$ cat src/rtl/mdu_div_pkg.sv
// Shared definitions for the MIPS multiply/divide unit: FSM state
// encodings and the divide-by-zero quotient fill value.
package mdu_div_pkg;

    localparam logic [1:0] ST_IDLE = 2'd0;
    localparam logic [1:0] ST_RUN  = 2'd1;
    localparam logic [1:0] ST_FIX  = 2'd2;
    localparam logic [1:0] ST_DONE = 2'd3;

    // Every quotient bit is set on a divide by zero; the multiplier block
    // reuses this so both halves of the unit agree on the pattern.
    localparam logic DIVZERO_QBIT = 1'b1;

endpackage

$ cat src/rtl/mdu_div_if.sv
// Handshake and data bundle between the execute stage and the divider.
interface mdu_div_if #(
    parameter int WIDTH = 32
);
    logic             start;
    logic             sgn;
    logic [WIDTH-1:0] a;
    logic [WIDTH-1:0] b;
    logic             flush;
    logic             busy;
    logic             done;
    logic [WIDTH-1:0] q;
    logic [WIDTH-1:0] r;
    logic             divzero;

    modport master (
        output start, sgn, a, b, flush,
        input  busy, done, q, r, divzero
    );

    modport slave (
        input  start, sgn, a, b, flush,
        output busy, done, q, r, divzero
    );
endinterface

$ cat src/rtl/mdu_div_negate_cond.sv
// Conditional two's-complement negate: y = en ? -a : a, built as an
// invert followed by an increment of the enable bit.
module negate_cond #(
    parameter int WIDTH = 32
) (
    input  logic [WIDTH-1:0] a_i,
    input  logic             en_i,
    output logic [WIDTH-1:0] y_o
);

    // Invert every bit when enabled, then add one to finish the negate.
    always_comb begin
        y_o = (a_i ^ {WIDTH{en_i}}) + {{(WIDTH-1){1'b0}}, en_i};
    end

endmodule

$ cat src/rtl/mdu_div.sv
// Iterative restoring radix-2 divider for DIV/DIVU. Quotient goes to LO,
// remainder to HI. Operands are made non-negative before iterating and the
// results are sign-corrected in a single fix-up cycle afterwards.
module mdu_div
    import mdu_div_pkg::*;
#(
    parameter int WIDTH = 32
) (
    input  logic       clk,
    input  logic       reset,
    mdu_div_if.slave   bus
);

    localparam int CNTW = $clog2(WIDTH) + 1;

    logic [1:0]       state_q,   state_d;
    logic [CNTW-1:0]  cnt_q,     cnt_d;
    logic             negQ_q,    negQ_d;
    logic             negR_q,    negR_d;
    logic             zeroPend_q, zeroPend_d;
    logic [WIDTH-1:0] absB_q,    absB_d;
    logic [WIDTH-1:0] rem_q,     rem_d;
    logic [WIDTH-1:0] dvd_q,     dvd_d;
    logic [WIDTH-1:0] q_q,       q_d;
    logic [WIDTH-1:0] r_q,       r_d;
    logic             divzero_q, divzero_d;

    logic [WIDTH-1:0] absA;
    logic [WIDTH-1:0] absB;
    logic [WIDTH-1:0] fixQ;
    logic [WIDTH-1:0] fixR;
    logic [WIDTH:0]   shifted;
    logic [WIDTH:0]   diff;
    logic             trialOk;

    negate_cond #(.WIDTH(WIDTH)) uAbsA (
        .a_i  (bus.a),
        .en_i (bus.sgn & bus.a[WIDTH-1]),
        .y_o  (absA)
    );

    negate_cond #(.WIDTH(WIDTH)) uAbsB (
        .a_i  (bus.b),
        .en_i (bus.sgn & bus.b[WIDTH-1]),
        .y_o  (absB)
    );

    negate_cond #(.WIDTH(WIDTH)) uFixQ (
        .a_i  (dvd_q),
        .en_i (negQ_q),
        .y_o  (fixQ)
    );

    negate_cond #(.WIDTH(WIDTH)) uFixR (
        .a_i  (rem_q),
        .en_i (negR_q),
        .y_o  (fixR)
    );

    // Trial subtract of the shifted partial remainder against |b|. Because the
    // remainder always stays below |b|, a WIDTH+1-bit difference is enough and
    // its top bit is a reliable borrow indicator.
    always_comb begin
        shifted = {rem_q, dvd_q[WIDTH-1]};
        diff    = shifted + {1'b1, ~absB_q} + {{WIDTH{1'b0}}, 1'b1};
        trialOk = ~diff[WIDTH];
    end

    // Next-state logic. Flush wins over everything and leaves the presented
    // results alone. A zero divisor skips the iteration and uses the fix-up
    // cycle to publish the all-ones quotient and the raw dividend.
    always_comb begin
        state_d    = state_q;
        cnt_d      = cnt_q;
        negQ_d     = negQ_q;
        negR_d     = negR_q;
        zeroPend_d = zeroPend_q;
        absB_d     = absB_q;
        rem_d      = rem_q;
        dvd_d      = dvd_q;
        q_d        = q_q;
        r_d        = r_q;
        divzero_d  = divzero_q;

        if (bus.flush) begin
            state_d = ST_IDLE;
        end else begin
            case (state_q)
                ST_IDLE, ST_DONE: begin
                    if (bus.start) begin
                        negQ_d     = bus.sgn & (bus.a[WIDTH-1] ^ bus.b[WIDTH-1]);
                        negR_d     = bus.sgn & bus.a[WIDTH-1];
                        zeroPend_d = (bus.b == '0);
                        absB_d     = absB;
                        rem_d      = '0;
                        cnt_d      = '0;
                        dvd_d      = zeroPend_d ? bus.a : absA;
                        state_d    = zeroPend_d ? ST_FIX : ST_RUN;
                    end else begin
                        state_d = ST_IDLE;
                    end
                end
                ST_RUN: begin
                    rem_d = trialOk ? diff[WIDTH-1:0] : shifted[WIDTH-1:0];
                    dvd_d = {dvd_q[WIDTH-2:0], trialOk};
                    cnt_d = cnt_q + {{(CNTW-1){1'b0}}, 1'b1};
                    if (cnt_q == CNTW'(WIDTH - 1)) begin
                        state_d = ST_FIX;
                    end
                end
                ST_FIX: begin
                    if (zeroPend_q) begin
                        q_d       = {WIDTH{DIVZERO_QBIT}};
                        r_d       = dvd_q;
                        divzero_d = 1'b1;
                    end else begin
                        q_d       = fixQ;
                        r_d       = fixR;
                        divzero_d = 1'b0;
                    end
                    state_d = ST_DONE;
                end
                default: begin
                    state_d = ST_IDLE;
                end
            endcase
        end
    end

    // State and datapath registers; reset clears everything at once.
    always_ff @(posedge clk or posedge reset) begin
        if (reset) begin
            state_q    <= ST_IDLE;
            cnt_q      <= '0;
            negQ_q     <= 1'b0;
            negR_q     <= 1'b0;
            zeroPend_q <= 1'b0;
            absB_q     <= '0;
            rem_q      <= '0;
            dvd_q      <= '0;
            q_q        <= '0;
            r_q        <= '0;
            divzero_q  <= 1'b0;
        end else begin
            state_q    <= state_d;
            cnt_q      <= cnt_d;
            negQ_q     <= negQ_d;
            negR_q     <= negR_d;
            zeroPend_q <= zeroPend_d;
            absB_q     <= absB_d;
            rem_q      <= rem_d;
            dvd_q      <= dvd_d;
            q_q        <= q_d;
            r_q        <= r_d;
            divzero_q  <= divzero_d;
        end
    end

    // Status flags decode straight from the state so reset clears them
    // without waiting for a clock edge.
    always_comb begin
        bus.busy    = (state_q == ST_RUN) || (state_q == ST_FIX);
        bus.done    = (state_q == ST_DONE);
        bus.q       = q_q;
        bus.r       = r_q;
        bus.divzero = divzero_q;
    end

endmodule
$ cat src/flat_wrapper.sv
// flat-port wrapper written by rule: the top's interface ports become plain ports
module mdu_div_flat import mdu_div_pkg::*;
#(
    parameter int WIDTH = 32
)
  (clk, reset, bus_start, bus_sgn, bus_a, bus_b, bus_flush, bus_busy, bus_done, bus_q, bus_r, bus_divzero);
  mdu_div_if #(.WIDTH(WIDTH)) bus_i ();
  input  logic clk;
  input  logic reset;
  input wire logic [$bits(bus_i.start)-1:0] bus_start;
  input wire logic [$bits(bus_i.sgn)-1:0] bus_sgn;
  input wire logic [$bits(bus_i.a)-1:0] bus_a;
  input wire logic [$bits(bus_i.b)-1:0] bus_b;
  input wire logic [$bits(bus_i.flush)-1:0] bus_flush;
  output wire logic [$bits(bus_i.busy)-1:0] bus_busy;
  output wire logic [$bits(bus_i.done)-1:0] bus_done;
  output wire logic [$bits(bus_i.q)-1:0] bus_q;
  output wire logic [$bits(bus_i.r)-1:0] bus_r;
  output wire logic [$bits(bus_i.divzero)-1:0] bus_divzero;
  assign bus_i.start = bus_start;
  assign bus_i.sgn = bus_sgn;
  assign bus_i.a = bus_a;
  assign bus_i.b = bus_b;
  assign bus_i.flush = bus_flush;
  assign bus_busy = bus_i.busy;
  assign bus_done = bus_i.done;
  assign bus_q = bus_i.q;
  assign bus_r = bus_i.r;
  assign bus_divzero = bus_i.divzero;
  mdu_div #(.WIDTH(WIDTH)) u_core (.clk(clk), .reset(reset), .bus(bus_i));
endmodule
$ cat config.mk
export PLATFORM = sky130hd
export DESIGN_NAME = mdu_div_flat
export DESIGN_NICKNAME = d
export VERILOG_FILES = /design/src/rtl/mdu_div_pkg.sv /design/src/rtl/mdu_div_if.sv /design/src/rtl/mdu_div_negate_cond.sv /design/src/rtl/mdu_div.sv /design/src/flat_wrapper.sv
export SDC_FILE = /design/constraint.sdc
export NUM_CORES = 1
export LEC_CHECK = 0
export ABC_AREA = 1
export BUFFER_PORTS_ARGS = -buffer_cell sky130_fd_sc_hd__buf_2
export CAP_MARGIN = 25
export CORE_ASPECT_RATIO = 0.75
export CORE_MARGIN = 5
export CORE_UTILIZATION = 45
export DETAILED_ROUTE_END_ITERATION = 16
export PLACE_DENSITY_LB_ADDON = 0.12
export SYNTH_ARGS = -nofsm -noshare
export SYNTH_HDL_FRONTEND = slang
export SYNTH_SLANG_ARGS = --single-unit
$ cat constraint.sdc
create_clock -name clk -period 6.6 [get_ports clk]
set_input_delay 0.33 -clock clk [delete_from_list [all_inputs] [get_ports clk]]
set_output_delay 0.33 -clock clk [all_outputs]
set_load 0.005 [all_outputs]
## Yosys cells after proc, flatten, opt, wreduce, memory -nomap -nowiden

Cells that the tools add are included.

- Word-level logic and storage cells: 59
- Memories kept: 0
- RAM bits: 0
- Memory bits (read-only): 0
- Latch bits: 0
- Register bits after elaboration: 172
- Bits of input ports: 69

- $mul: 0
- Order comparisons: 0
- Bitwise operators: 11
- Add/sub/neg operators: 7
- Reductions and logical operators: 8
- Muxes and demuxes: 16
- Eq/ne operators: 6
- Divide/modulo/power cells: 0
- Shifts and indexed selects: 0

Operators with widths:

| cell | count |
|---|---|
| $mux W32 | 6 |
| $add A32 B1 Y32 | 4 |
| $pmux W32 S2 | 2 |
| $xor A32 B32 Y32 | 4 |
| $add A33 B1 Y33 const B | 1 |
| $add A33 B33 Y33 | 1 |
| $logic_not A32 Y1 | 1 |
| $not A32 Y32 | 1 |
| $pmux W6 S2 | 1 |
| $mux W2 | 4 |
| $add A6 B1 Y6 const B | 1 |
| $eq A6 B5 Y1 const B | 1 |
| $mux W6 | 1 |
| $pmux W2 S3 | 1 |
| $reduce_and A3 Y1 | 2 |
| $eq A2 B2 Y1 const B | 2 |
| $and A1 B1 Y1 | 3 |
| $ne A3 B2 Y1 const B | 1 |
| $eq A2 B1 Y1 const B | 1 |
| $logic_not A2 Y1 | 1 |
| $ne A2 B2 Y1 const B | 1 |
| $not A1 Y1 | 2 |
| $reduce_and A2 Y1 | 1 |
| $reduce_bool A2 Y1 | 1 |
| 4 further kinds | 4 |

## Logic depth before layout (Yosys ltp)

Gate-level depths: netlist (run 1).

- Depth in word-level cells: 6
- Gate-level depth with buffers: 19
- Depth with buffers taken out: 18

## Cells and area by module

From an unflattened synthesis (run 1), not the netlist that was laid out.

- Cell total of the unflattened synthesis: 3,090
- Area total of the unflattened synthesis: 17,320.4 um2

By module, submodules not included:

| module | cells an instance | times used | area an instance (um2) |
|---|---|---|---|
| mdu_div | 1,486 | 1 | 10,398.7 |
| negate_cond | 401 | 4 | 1,730.4 |

## Least setup slack after synthesis (run 1)

Ideal clock, no wire load.

- Path type: register to register
- From: register u_core.dvd_q[31]
- To: register u_core.rem_q[30]
- Stages on the path, launching flop included: 20
- Path buffers: 1
- Slack: 4.306 ns
- Data arrival time: 2.178 ns
- Path through: dfrtp_1 -> inv_1 -> ha_1 -> inv_1 -> fa_1 -> nand2_1 -> nand2_1 -> nand3_1 -> nand2_1 -> nand2_1 -> nand2_1 -> nand2_1 -> nand2_1 -> nand2_1 -> nand2_1 -> buf_4 -> nand2_1 -> nand2_1 -> nand2_1 -> nand2_1

- Longest elaborated chain between the ends: 4

Ends and longest elaborated chain:

| element | line | RTL |
|---|---|---|
| start, declared | mdu_div.sv:23 | `logic [WIDTH-1:0] dvd_q, dvd_d;` |
| start signal, assigned | mdu_div.sv:152 | `dvd_q <= dvd_d;` |
| $add A33 B33 Y33 | mdu_div.sv:65 | `diff = shifted + {1'b1, ~absB_q} + {{WIDTH{1'b0}}, 1'b1};` |
| $add A33 B1 Y33 | mdu_div.sv:65 |  |
| $mux W32 | mdu_div.sv:104 | `rem_d = trialOk ? diff[WIDTH-1:0] : shifted[WIDTH-1:0];` |
| $pmux W32 S2 | mdu_div.sv:88 | `case (state_q)` |
| end signal, assigned | mdu_div.sv:151 | `rem_q <= rem_d;` |
| end, declared | mdu_div.sv:22 | `logic [WIDTH-1:0] rem_q, rem_d;` |

No other way between the ends.
A chain may end at the register's enable or synchronous reset.

## Worst setup path after layout (run 1)

- From: register u_core.state_q[0]
- To: register u_core.dvd_q[0]

- Longest elaborated chain between the ends: 4
- Elaborated cells on any way between the ends: 8
- Classes of those cells: 3 x eq/ne; 1 x mux; 4 x reduce/logical

Ends and longest elaborated chain:

| element | line | RTL |
|---|---|---|
| start, declared | mdu_div.sv:16 | `logic [1:0] state_q, state_d;` |
| start signal, assigned | mdu_div.sv:145 | `state_q <= state_d;` |
| $eq A2 B2 Y1 or $logic_not A2 Y1 (tied branches) | mdu_div.sv:88 |  |
| $reduce_or A2 Y1 | mdu_div.sv:88 |  |
| $ne A2 B2 Y1 (no line) or $reduce_bool A2 Y1 (tied branches) | - |  |
| $reduce_and A3 Y1 (no line) | - |  |

Several ways; a longest one is shown, not always the timed one.

==> results.toml, run 1 <==
[sta]
tightest_slew_ps = 989.1
slew_headroom_pct = 33.65
fin_crit_ps = 3763
hold_viol = 0
rsz0062_at_grt = "false"
setup_tns_ps = 0
setup_viol = 0
skew_ps = 18.77
max_freq_ghz = 0.2657
post-route-period-util_pct = 57.02
drv_slew = 0

[yosys]
synthArstFlopShare_pct = 100.0
yosysTopAreaCell = "dfrtp_1"
yosys_warnings = 0
syn_nets = 2610
avgSynthCellArea_sq_um = 6.374
synth_edf_count = 0
ys_ff_latch = 172
synthesis.area_sq_mm = 0.01591
seq_area_frac_synth_pct = 27.05
ys.flop_type = "dfrtp_1"
synth_cell_types = 53
synth_area_leaders = "dfrtp_1 (27%), nand2_1 (19%), inv_1 (10%), xor2_1 (6.9%), nand3_1 (5.9%)"
synth_top_area_share_pct = 27.05
syn_inst = 2496

[grt]
overflow = 0
grt_usage_pct = 26.94
antenna_found_initial = 1
grt_first_pass_wirelength_mm = 83.46
grt_max_degree = 106
first_global_vias = 14450

[setup_path]
r2r-end = "u_core.dvd_q[0]"
endpoint_kind = "register"
cp_max_fo = 44
crit_path_start = "u_core.state_q[0]"
rrSetupSlack_ps = 2840
r2r_cells = 11
critPathLaunchType = "register"
cp_data_required_time_ps = 6950
critPathKind = "register to register"
r2r_start = "u_core.state_q[0]"
crit_arrival_ps = 4110

[placement]
placed_cells = 3030
placed_area_sq_mm = 0.01687
gp_congestion = 0.9768
portBuffers = 135
dp_hpwl_mm = 43.09

[clock_tree]
htreeDepth = 4
cts_buffer_depth = 2
post_cts_buffers = 0
cts_inserted_buffers = 17
clock_latency_ps = 450
root_buffer = "clkbuf_16"
cts_tree = "done"
clock-sinks = 172
ctsResizeCount = 0
cts_hold_buf = 0
clk_pin_slew_ps = 70

[route]
ant_nets = 0
met1_length_mm = 27.13
met2_length_mm = 19.91
viasPerCell = 5.185
drc = 0
drt_first_pass_iters = 5
dr_total_vias = 15896
drt_iter0_drc = 1708
wl_mm = 53.15
top_layer = "met5"
wire_per_inst_microns = 17.34
dr_wl_met3_mm = 5.523

[final_layout]
antenna_cells = 0
utilization_pct = 50.53
syn2layout_area_growth_pct = 10.43
final_nets = 2710
layout-drive-gt1-share_pct = 10.12
fin_cells = 3066
final_cell_area_sq_mm = 0.01757

[pwr]
vdd_drop_max_mv = 0.1835
p_int_uw = 3122
power_frac_seq_pct = 28.8
leakage_uw = 0.009283
p_sw_share_pct = 48.82
p_sw_uw = 2978
p_comb_share_pct = 53.6
p_clk_share_pct = 17.7
power.density_mw_per_mm2 = 347.2

[die]
rows = 59
io_pins = 136
dieWidth_microns = 227.1
dieArea_sq_mm = 0.03925
start_util_pct = 45.76
core_sq_mm = 0.03477
dieHeight_microns = 172.8

[hold_path]
worstHoldStart = "bus_start"
whs_path_depth = 3
holdPathEnd = "u_core.state_q[1]"
hp-class = "input port to register"

[run_status]
status = "finished, final reports clean"

[job]
cap_viol_max_count = 0
synth_stat cells, types with 3 or more instances:
cell,instances
ha_1,44
dfrtp_1,172
o22ai_1,32
o211ai_1,7
buf_8,3
nor3_2,6
o21ai_1,29
a21o_1,3
o21ai_0,70
nand4_1,18
o21bai_1,18
buf_1,4
nor2_2,17
nand2_1,788
clkinv_1,5
nor2_4,8
and2_1,8
buf_4,4
inv_2,6
nor3_1,30
nand3_1,189
nand2_2,9
and3_1,4
clkbuf_1,36
buf_2,10
xnor2_2,3
buf_6,9
xor2_1,125
nand3b_1,9
a31oi_1,7
xnor2_1,56
inv_1,427
a21oi_1,47
nor2_1,239
or2_2,3
xor2_2,16
o221ai_1,16
power by group through the flow:
stage	Combinational [uW]	Sequential, uW	Clock (uW)
3_5_place_dp	3210	1760	0
3_3_place_gp	3150	1790	0
5_1_grt	3640	1800	1130
6_report	3270	1760	1080
4_1_cts	3220	1740	1090
2_1_floorplan	2240	1650	0
worst max-delay path: stages, from the launching register on:
cell and delay [ps]:
dfrtp_1 380, inv_1 70, ha_1 290, nand2_1 80, nor2_2 80, buf_4 390
inv_1 470, nor2_1 760, inv_1 590, a21oi_1 250, o21ai_0 160, o211ai_1 120
cell type report:
| type | count | area, sq um |
|---|---|---|
| clock buffer | 19 | 442.9 |
| clock inverter | 13 | 163.9 |
| fill | 3643 | 17200 |
| inverter | 438 | 1649 |
| multi-input combinational | 1818 | 9565 |
| sequential | 172 | 4307 |
| tap | 457 | 571.8 |
| timing repair buffer | 149 | 868.3 |
worst max path at each step:
stage                                  end  cells after the start
final                      u_core.dvd_q[0]                     11
after global routing       u_core.dvd_q[0]                     11
after CTS                  u_core.dvd_q[0]                     11
after detailed placement   u_core.dvd_q[0]                     11
after global placement    u_core.bus.r[24]                     11
after floorplan           u_core.absB_q[0]                      1
registers in the layout, summed over array words and instances, names as in the netlist:
| name | cells |
|---|---|
| u_core.negQ_q | 1 |
| u_core.bus.r | 32 |
| u_core.rem_q | 32 |
| u_core.zeroPend_q | 1 |
| u_core.bus.q | 32 |
| u_core.dvd_q | 32 |
| u_core.bus.divzero | 1 |
| u_core.cnt_q | 6 |
| u_core.negR_q | 1 |
| u_core.state_q | 2 |
| u_core.absB_q | 32 |
stage by stage:
step           hold WS, ps  worst slack, ps  power (uW)
2_1_floorplan        448.8             1610        3890
3_3_place_gp         467.7             2989        4933
3_5_place_dp         466.3             2879        4970
4_1_cts              139.7             2852        6054
5_1_grt              214.3             2382        6571
6_report             173.8             2837        6100
metal layers:
metal	track usage (%)	vias to the layer above
met5	1.489	-
met4	3.861	4
met3	7.373	25
met2	34.36	660
met1	44.88	7298
li1	-	7909
layout by cell type, fill, tap and decap left out, drive strengths merged, types with 3 or more instances in the layout:
master    n
nand2   799
inv     437
nor2    264
nand3   190
dfrtp   172
buf     148
xor2    143
o21ai    99
xnor2    60
a21oi    47
ha       44
nor3     36
o22ai    32
clkbuf   19
o21bai   18
nand4    18
o221ai   16
nand3b   10
clkinv   10
and2      8
a31oi     7
o211ai    7
and3      4
or2       4
a21o      3
bufinv    3
cells by family after synthesis:
family                   synth area share, %
buffers and inverters                  12.95
AO/OA/AOI/OAI                          8.588
flip-flops                             27.05
adder cells (fa/ha/maj)                3.586
XOR/XNOR                               12.43
AND/OR/NAND/NOR                        35.39
Power figures use the tool's default switching activity.
==> inputs of run 2 (changes only) <==
==> constraint.sdc (replaced) <==
create_clock -name clk -period 3.6 [get_ports clk]
set_input_delay 0.18 -clock clk [delete_from_list [all_inputs] [get_ports clk]]
set_output_delay 0.18 -clock clk [all_outputs]
set_load 0.005 [all_outputs]
==> results.toml, run 2 (synthesis results as in run 1) <==
[setup_path]
crit_path_start = "u_core.dvd_q[31]"
r2r_start = "u_core.dvd_q[31]"
cp_data_required_time_ps = 4000
cp_num_cells = 18
crit_arrival_ps = 3300
critPathLaunchType = "register"
crit_path_frequent_cell = "nand2_1"
cp_cell_sequence = "inv_1, ha_1, inv_1, fa_1, nand2_1, nand2_1, nand3_1, nand2_1, nand2_1, nand2_1, nand2_1, nand3_1, nand2_1, buf_4, nand2_1, nand2_1, nand2_1, nand2_1"
critPathBufInv = 3
crit_path_end = "u_core.rem_q[30]"
critPathKind = "register to register"
cp_max_fo = 30
cpLargestDelayFamily = "simple AND/OR/NAND/NOR gates"
rrSetupSlack_ps = 690
r2r_cells = 18
endpoint_kind = "register"
cp_slowest_stage_delay_ps = 420
r2r-end = "u_core.rem_q[30]"
cp_slowest_cell = "dfrtp_1"

[route]
drt_iter0_drc = 1570
wl_mm = 53.37
dr_wl_met3_mm = 4.237
ant_nets = 0
top_layer = "met5"
drc = 0
dr_total_vias = 15902
met2_length_mm = 20.00
viasPerCell = 5.168
met1_length_mm = 28.43
drt_first_pass_iters = 8
wire_per_inst_microns = 17.35

[die]
dieWidth_microns = 227.1
core_sq_mm = 0.03477
start_util_pct = 45.76
dieHeight_microns = 172.8
io_pins = 136
dieArea_sq_mm = 0.03925
rows = 59

[sta]
setup_viol = 0
drv_slew = 0
holdWs_ps = 34.00
tightest_slew_ps = 1040
setup_tns_ps = 0
fin_ws_ps = 692.1
skew_ps = 18.64
slew_headroom_pct = 30.49
rsz0062_at_grt = "false"
post-route-period-util_pct = 80.77
hold_viol = 0
max_freq_ghz = 0.3439
fin_crit_ps = 2908

[clock_tree]
ctsResizeCount = 0
cts_tree = "done"
cts_buffer_depth = 2
root_buffer = "clkbuf_16"
clock-sinks = 172
htreeDepth = 4
post_cts_buffers = 0
clk_pin_slew_ps = 70
cts_inserted_buffers = 17
clock_latency_ps = 460

[pwr]
leakage_uw = 0.009312
p_int_uw = 5817
power_frac_seq_pct = 29.1
p_clk_share_pct = 18.0
vdd_drop_max_mv = 0.3338
power.density_mw_per_mm2 = 641.8
p_sw_share_pct = 48.56
p_comb_share_pct = 52.9
p_sw_uw = 5491

[final_layout]
syn2layout_area_growth_pct = 10.75
layout-drive-gt1-share_pct = 10.47
regArea_sq_mm = 0.004307
final_common_cell = "nand2_1"
mostFrequentLayoutCells = "nand2_1 (788), inv_1 (426), nor2_1 (235)"
n_fill_cell = 3629
final_nets = 2720
final_cell_area_sq_mm = 0.01762
multi_input_area_sq_mm = 0.009565
fin_cells = 3077

[placement]
portBuffers = 135
dp_hpwl_mm = 43.19
place_ws_ps = 705.7
placed_area_sq_mm = 0.01696
placed_cells = 3042
gp_congestion = 0.9868

[grt]
first_global_vias = 14751
grt_usage_pct = 27.04
overflow = 0
grt_first_pass_wirelength_mm = 83.96
grt_max_degree = 75
antenna_found_initial = 2

[run_status]
status = "finished, final reports clean"

[job]
cap_viol_max_count = 0

[hold_path]
worstHoldStart = "bus_start"
hp-class = "input port to register"
-- run 2: area by class of cell --
class / count / share of cell area (%)
repair buffers: 159 / 5.085
inverters: 438 / 9.352
flip-flops and latches: 172 / 24.44
multi-input cells: 1818 / 54.29
diodes: 2 / 0.02841
clock buffers: 18 / 2.493
clock inverters: 13 / 1.065
well taps: 457 / 3.245
-- run 2: metrics by stage --
stage,power [uW],util [%]
after floorplan,7132,-
after global placement,9099,48.77
after detailed placement,9157,48.77
after CTS,11220,50.60
after global routing,12170,50.66
final,11310,50.67
-- run 2: per-layer routing --
layer | GRT usage, % | vias to the layer above
li1 | - | 7917
met1 | 45.59 | 7368
met2 | 35.01 | 575
met3 | 5.305 | 40
met4 | 4.882 | 2
met5 | 0 | -
-- run 2: worst min path at each step --
stage	end	depth (start not counted)
floorplan	u_core.dvd_q[10]	2
global placement	u_core.bus.r[31]	2
detailed placement	u_core.bus.r[30]	2
CTS	u_core.state_q[1]	3
global route	u_core.absB_q[3]	4
finish	u_core.state_q[1]	3
-- run 2: what timing repair did --
| item | CTS | global route |
|---|---|---|
| endpoints found under the hold margin | 38 | 0 |
| endpoints found under the setup margin | 0 | 0 |
| hold buffers | 1 | 0 |
-- run 2: power by group through the flow --
stage	clock, uW	combinational, uW	sequential, uW
after global placement	0	5820	3280
after floorplan	0	4100	3030
after CTS	2070	5890	3270
after global routing	2140	6680	3350
final	2040	5980	3290
after detailed placement	0	5860	3300
-- run 2: tightest hold or removal path, stage by stage --
cell and delay (ps):
buf_2 90, a21oi_1 60, o22ai_1 100
==> inputs of run 3 (changes only) <==
==> constraint.sdc (replaced) <==
create_clock -name clk -period 2.5 [get_ports clk]
set_input_delay 0.125 -clock clk [delete_from_list [all_inputs] [get_ports clk]]
set_output_delay 0.125 -clock clk [all_outputs]
set_load 0.005 [all_outputs]
==> results.toml, run 3 (synthesis results as in run 1) <==
[clock_tree]
post_cts_buffers = 0
clk_pin_slew_ps = 70
cts_buffer_depth = 2
clock_latency_ps = 450
cts_inserted_buffers = 17
root_buffer = "clkbuf_16"
cts_tree = "done"
htreeDepth = 4
clock-sinks = 172

[hold_path]
holdPathEnd = "u_core.state_q[1]"
whs_path_depth = 4
hp-class = "input port to register"
worstHoldStart = "bus_flush"

[final_layout]
final_nets = 2770
mostFrequentLayoutCells = "nand2_1 (779), inv_1 (425), nor2_1 (231)"
final_common_cell = "nand2_1"
layout-drive-gt1-share_pct = 13.38
antenna_cells = 0
utilization_pct = 52.59
syn2layout_area_growth_pct = 14.93

[setup_path]
endpoint_kind = "register"
critPathKind = "register to register"
r2r-end = "u_core.rem_q[16]"
cp_max_fo = 22
rrSetupSlack_ps = 180
r2r_start = "u_core.absB_q[29]"
crit_path_frequent_cell = "nand2_1"
cp_slowest_stage_delay_ps = 390
cp_cell_sequence = "inv_1, ha_1, nand2_1, nor3_2, and2_1, nand2_2, nand2_1, nand2_1, nand2_1, buf_12, nand2_1, nand3_1, nand2_1"
cp_data_required_time_ps = 2840
cp_slowest_cell = "ha_1"
r2r_cells = 13
crit_arrival_ps = 2660
critPathLaunchType = "register"

[sta]
max_freq_ghz = 0.4308
rsz0062_at_grt = "true"
skew_ps = 8.718
tightest_slew_ps = 748.4
setup_tns_ps = 0
post-route-period-util_pct = 92.84
drv_slew = 0
hold_viol = 0
slew_headroom_pct = 50.00
fin_crit_ps = 2321
setup_viol = 0

[grt]
antenna_found_initial = 4
grt_max_degree = 46
overflow = 0
grt_usage_pct = 27.20
first_global_vias = 14735
grt_first_pass_wirelength_mm = 84.56

[route]
drt_first_pass_iters = 6
ant_nets = 0
dr_total_vias = 16166
wl_mm = 53.70
wire_per_inst_microns = 17.18
drc = 0
drt_iter0_drc = 1546
viasPerCell = 5.171

[die]
io_pins = 136
rows = 59
start_util_pct = 45.76
dieHeight_microns = 172.8
core_sq_mm = 0.03477
dieArea_sq_mm = 0.03925
dieWidth_microns = 227.1

[pwr]
vdd_drop_max_mv = 0.5911
finalPower_uw = 16760
power.density_mw_per_mm2 = 916.4
leakage_uw = 0.009570

[job]
cap_viol_max_count = 0

[placement]
gp_congestion = 0.9699
portBuffers = 135
dp_hpwl_mm = 43.84

[run_status]
status = "finished, final reports clean"
## run 3: worst max-delay path by stage
stage,cells after the start,from,endpoint
after global placement,19,u_core.dvd_q[31],u_core.rem_q[30]
after global routing,15,u_core.rem_q[4],u_core.rem_q[15]
after detailed placement,19,u_core.dvd_q[31],u_core.rem_q[30]
after CTS,19,u_core.dvd_q[31],u_core.rem_q[30]
after floorplan,1,reset,u_core.absB_q[0]
final,13,u_core.absB_q[29],u_core.rem_q[16]
## run 3: stage by stage
| step | hold slack, ps | cells | setup WS [ps] | instance area [sq um] |
|---|---|---|---|---|
| finish | 43.20 | 3126 | 178.9 | 18280 |
| global route | 57.61 | 3126 | -20.69 | 18280 |
| CTS | 23.36 | 3126 | 6.341 | 18070 |
| detailed placement | 282.4 | 3090 | 18.48 | 17410 |
| global placement | 278.7 | 3090 | 20.25 | 17410 |
| floorplan | 299.1 | 2496 | 178.3 | 15910 |
## run 3: report_power, final
group | internal (uW) | switching [uW]
Sequential | 3780 | 859
Combinational | 3330 | 5890
Clock | 1610 | 1280
## run 3: worst max-delay path, delay by kind of cell (launching register included)
family,cells,cell delay (ps)
buffers and inverters,2,320
adder cells (fa/ha/maj),1,390
AND/OR/NAND/NOR,10,1150
flip-flops,1,360
## run 3: what timing repair did
action                                 CTS  global route
setup endpoints to repair                0            38
gates resized for setup                  0            38
hold buffers                             4             0
endpoints found under the hold margin   24             0
## run 3: cell type report
class / instances / area [sq um]
clock inverter: 15 / 200.2
clock buffer: 17 / 425.4
tap: 457 / 571.8
fill: 3529 / 16490
sequential: 172 / 4308
inverter: 438 / 1648
timing repair buffer: 209 / 1358
multi-input combinational: 1818 / 9773
## run 3: layer usage
layer | up-vias | routed length (microns) | track usage [%]
met5 | - | 35 | 0
met4 | 6 | 683 | 5.081
met3 | 55 | 4563 | 5.322
met2 | 597 | 20400 | 35.32
met1 | 7486 | 28020 | 45.69
li1 | 8022 | - | -
